## config.mk

```make
export PLATFORM = sky130hd
export DESIGN_NAME = contador_mod_n
export DESIGN_NICKNAME = d
export VERILOG_FILES = /design/src/rtl/contador_pkg.sv /design/src/rtl/reg_ar_n.sv /design/src/rtl/contador_mod_n.sv
export SDC_FILE = /design/constraint.sdc
export NUM_CORES = 1
export LEC_CHECK = 0
export CORE_AREA = 3 3 40 42
export DETAILED_ROUTE_END_ITERATION = 16
export DIE_AREA = 0 0 43 45
export GPL_TIMING_DRIVEN = 0
export PLACE_DENSITY = 0.6
export SYNTH_ARGS = -nofsm -noshare
export SYNTH_HDL_FRONTEND = slang
export SYNTH_HIERARCHICAL = 1
export SYNTH_SLANG_ARGS = --single-unit
```

## constraint.sdc

```tcl
create_clock -name clk -period 4.1 [get_ports clk]
set_clock_uncertainty 0.2 [all_clocks]
set_input_delay 0.41 -clock clk [delete_from_list [all_inputs] [get_ports clk]]
set_output_delay 0.41 -clock clk [all_outputs]
set_load 0.01 [all_outputs]
```

## src/rtl/contador_pkg.sv

```systemverilog
// Shared types and helpers for the modulo-N counter family.
package contador_pkg;

  typedef enum logic [2:0] {
    OP_HOLD,
    OP_CLR,
    OP_LOAD,
    OP_INC,
    OP_DEC
  } cnt_op_e;

  // Highest legal count (MOD-1), masked to the counter width.
  function automatic longint unsigned max_val(input int unsigned width,
                                              input longint unsigned modulus);
    longint unsigned mask;
    mask = (width >= 64) ? '1 : ((64'd1 << width) - 64'd1);
    return (modulus - 64'd1) & mask;
  endfunction

endpackage

```

## src/rtl/reg_ar_n.sv

```systemverilog
// WIDTH-bit D register with asynchronous active-low reset to zero.
module reg_ar_n #(
  parameter int WIDTH = 1
) (
  input  logic             clk,
  input  logic             rst_n,
  input  logic [WIDTH-1:0] d,
  output logic [WIDTH-1:0] q
);

  always_ff @(posedge clk or negedge rst_n) begin
    if (!rst_n) q <= '0;
    else        q <= d;
  end

endmodule

```

## src/rtl/contador_mod_n.sv

```systemverilog
// Modulo-MOD up/down counter with load, clear, terminal count and sticky wrap flag.
module contador_mod_n #(
  parameter int WIDTH = 4,
  parameter int MOD   = 16
) (
  input  logic             clk,
  input  logic             rst,
  input  logic             en,
  input  logic             up,
  input  logic             clr,
  input  logic             ld,
  input  logic [WIDTH-1:0] d,
  input  logic             ovf_clr,
  output logic [WIDTH-1:0] Q,
  output logic             tc,
  output logic             ovf
);
  import contador_pkg::*;

  if (WIDTH < 1 || MOD < 2 || (WIDTH < 31 && MOD > (1 << WIDTH))) begin : g_param_err
    $error("contador_mod_n: illegal WIDTH/MOD combination");
  end

  // All boundary compares are WIDTH bits wide; MOD==2**WIDTH never needs WIDTH+1 bits.
  localparam logic [WIDTH-1:0] MAX_Q = WIDTH'(max_val(WIDTH, MOD));

  cnt_op_e          op;
  logic [WIDTH-1:0] q_d, q_q;
  logic [WIDTH-1:0] load_val;
  logic             ovf_d, ovf_q;
  logic             at_max, at_zero;

  always_comb begin
    op = OP_HOLD;
    if (clr)     op = OP_CLR;
    else if (ld) op = OP_LOAD;
    else if (en) op = up ? OP_INC : OP_DEC;
  end

  assign at_max   = (q_q == MAX_Q);
  assign at_zero  = (q_q == '0);
  assign load_val = (d > MAX_Q) ? MAX_Q : d;

  always_comb begin
    tc = ((op == OP_INC) && at_max) || ((op == OP_DEC) && at_zero);
  end

  always_comb begin
    q_d = q_q;
    unique case (op)
      OP_CLR:  q_d = '0;
      OP_LOAD: q_d = load_val;
      OP_INC:  q_d = at_max  ? '0    : q_q + WIDTH'(1);
      OP_DEC:  q_d = at_zero ? MAX_Q : q_q - WIDTH'(1);
      default: q_d = q_q;
    endcase
  end

  // A wrap outranks a coincident clear so that no wrap event is lost.
  always_comb begin
    ovf_d = ovf_q;
    if (tc)                 ovf_d = 1'b1;
    else if (ovf_clr || clr) ovf_d = 1'b0;
  end

  reg_ar_n #(.WIDTH(WIDTH)) u_q_reg (
    .clk   (clk),
    .rst_n (rst),
    .d     (q_d),
    .q     (q_q)
  );

  reg_ar_n #(.WIDTH(1)) u_ovf_reg (
    .clk   (clk),
    .rst_n (rst),
    .d     (ovf_d),
    .q     (ovf_q)
  );

  assign Q   = q_q;
  assign ovf = ovf_q;

endmodule

```

==> summary.txt <==
Arr. time, crit path: 2280 ps
clk sinks: 5
critical path class: input port to output pin
max-slew violations: 0
switching share of power: 28.1%
Main synth FF type: dfrtp_1
Detail Route Antenna Nets: 0
HP Class: input port to async pin
Iteration-0 DRC Markers: 8
f_max: 0.346 GHz
most frequent cells in the layout: 15 x clkdlybuf4s50_1, 6 x inv_1, 6 x nand2_1
Power Density: 269 nW/um^2
Final setup viols: 0
R2R depth: 6
Leakage: 0.260 nW
grt ovf: 0
Syn Area/Cell: 8.43 sq um
WL final: 981 um
Cell Count, Final, Fillers Out: 83
num ports: 17
H-tree lvl count: 1
CTS buffer count: 3
detailed placement HPWL: 777 um
Hold Buf Count CTS: 0
# rows: 13
Max rail drop VDD: 0.111 mV
Comb pwr share: 28.9%
DR vias: 403
area grow syn2layout: 47.3%
Worst Setup End Kind: output pin
largest net degree at the start of global routing: 9
Placed Area: 582 sq um
clk buf depth: 2
Final Cell Area: 608 sq um
# port buffers: 15
initial antenna violation count: 0
Async SR Flop Fraction: 100%
Clk Latency, worst-skew pair: 240 ps
Clock Tree Root: clkbuf_4
period utilization: 70.6%
multi-input logic area: 258 sq um
Internal Power: 118 uW
#FFs+latches synth: 5
Syn Inst Count: 49
RSZ-0062 raised after global routing: no
Syn Nets: 62
TritonCTS clock tree: yes
Post-synth EDFFs: 0
Tmin final: 2890 ps
count of final hold-check violations: 0
post-DR wirelength/cell: 11.8 um
n_diodes: 0
startpoint types: input port
nets@finish: 82
Worst-path clk slew: 40 ps
Switch Pwr: 45.9 uW
clock network fraction of total power: 34.7%
RD Place Congestion: 0.742
first drt pass iteration count: 3
fraction of layout cells with a size suffix above 1: 13.2%
fill count: 135
status: complete, no violations
Least-Margin Pin Slew: 302 ps
Syn Std Cell Area: 413 sq um
Die Ht: 45 um
core area: 1280 sq um
global-route wire length before repair: 1600 um
most common cell after layout, fill and taps aside: clkdlybuf4s50_1
flip-flop and latch area: 125 sq um
gr usage total: 11.3%
part of the power in registers: 36.4%
Setup TNS Final: 0 ps
Max Cap Viol: 0
WP data required: 3490 ps
dpl cells: 79
CP Max Fanout: 6
Relative slew margins: 79.6%
Die X: 43 um
post_cts resized: 0
Die ar.: 1940 sq um
number of global-route vias before repair: 369
Synth Warn #: 6
Via density: 4.86
postcts setup bufs: 0
Initial Utilization: 32.1%
sequential share of the synthesized area: 30.3%
Cell variety after synth: 25
DRC viols: 0
hold_ws: 192 ps
==> cells by family after synthesis <==
kind of cell,after synthesis,share of synthesized area [%]
compound gates,13,21.2
xor+xnor,2,4.24
fa+ha+maj,2,6.06
buf+inv,7,7.27
flops,5,30.3
mux,2,5.15
simple gates,18,25.8
==> metrics by stage <==
stage | setup slack [ps] | power (mW) | utilization [%]
2_1_floorplan | 2060 | 0.0836 | -
3_3_place_gp | 1190 | 0.108 | 45.3
3_5_place_dp | 1190 | 0.108 | 45.3
4_1_cts | 1180 | 0.167 | 47.3
5_1_grt | 1110 | 0.176 | 47.3
6_report | 1210 | 0.164 | 47.3
==> cells in the mapped netlist (2+ instances only) <==
master,number,area (sq um)
inv_1,6,22.5
nand2_1,6,22.5
dfrtp_1,5,125
a21oi_1,4,20.0
nor2_1,3,11.3
ha_1,2,25.0
nand2b_1,2,12.5
o21ai_0,2,10.0
o311ai_0,2,17.5
xnor2_1,2,17.5
==> final cells by class <==
type                            instances  area share [%]
Inverter                                6            3.70
Timing Repair Buffer                   15            24.7
Buffer                                  1            1.23
Multi-Input combinational cell         37            42.4
Sequential cell                         5            20.6
Clock buffer                            4            4.32
Tap cell                               15            3.09
==> metal layers <==
| layer | up-vias | part of all wire (%) | GRT usage, % |
|---|---|---|---|
| li1 | 212 | - | - |
| met1 | 178 | 48 | 13.9 |
| met2 | 13 | 44 | 16.2 |
| met3 | 0 | 8.0 | 5.98 |
| met4 | 0 | 0 | 5.42 |
| met5 | - | 0 | 0 |
==> path summary, 6_finish.rpt <==
| kind | from | end | slack (ps) |
|---|---|---|---|
| setup / recovery | up | tc | 1210 |
| hold / removal | rst | u_q_reg/q[3]$_DFF_PN0_ | 190 |
| min in group clk | ld | u_q_reg/q[1]$_DFF_PN0_ | 230 |
| max in group asynchronous | rst | u_ovf_reg/q$_DFF_PN0_ | 3320 |
| setup reg to reg | u_q_reg/q[0]$_DFF_PN0_ | u_q_reg/q[0]$_DFF_PN0_ | 2340 |
| hold reg to reg | u_ovf_reg/q$_DFF_PN0_ | u_ovf_reg/q$_DFF_PN0_ | 340 |
==> registers in the layout, indices dropped and copies added, names as in the netlist <==
| register | cells |
|---|---|
| u_q_reg/q | 4 |
| u_ovf_reg/q | 1 |
==> worst max-delay path: stages <==
cell and delay, ps:
clkdlybuf4s50_1 520, or4b_4 580, nand2_1 70, nand2_1 70, nor2_1 90, clkdlybuf4s50_1 540
==> power by group through the flow <==
stage | Sequential (mW) | Combinational (mW) | Clock (mW)
final | 0.0595 | 0.0473 | 0.0568
after global routing | 0.0603 | 0.0519 | 0.0643
after CTS | 0.0595 | 0.0481 | 0.0591
after detailed placement | 0.0602 | 0.0479 | 0
after global placement | 0.0603 | 0.0475 | 0
after floorplan | 0.0602 | 0.0235 | 0
No activity file was read; power rests on OpenSTA's default activity.
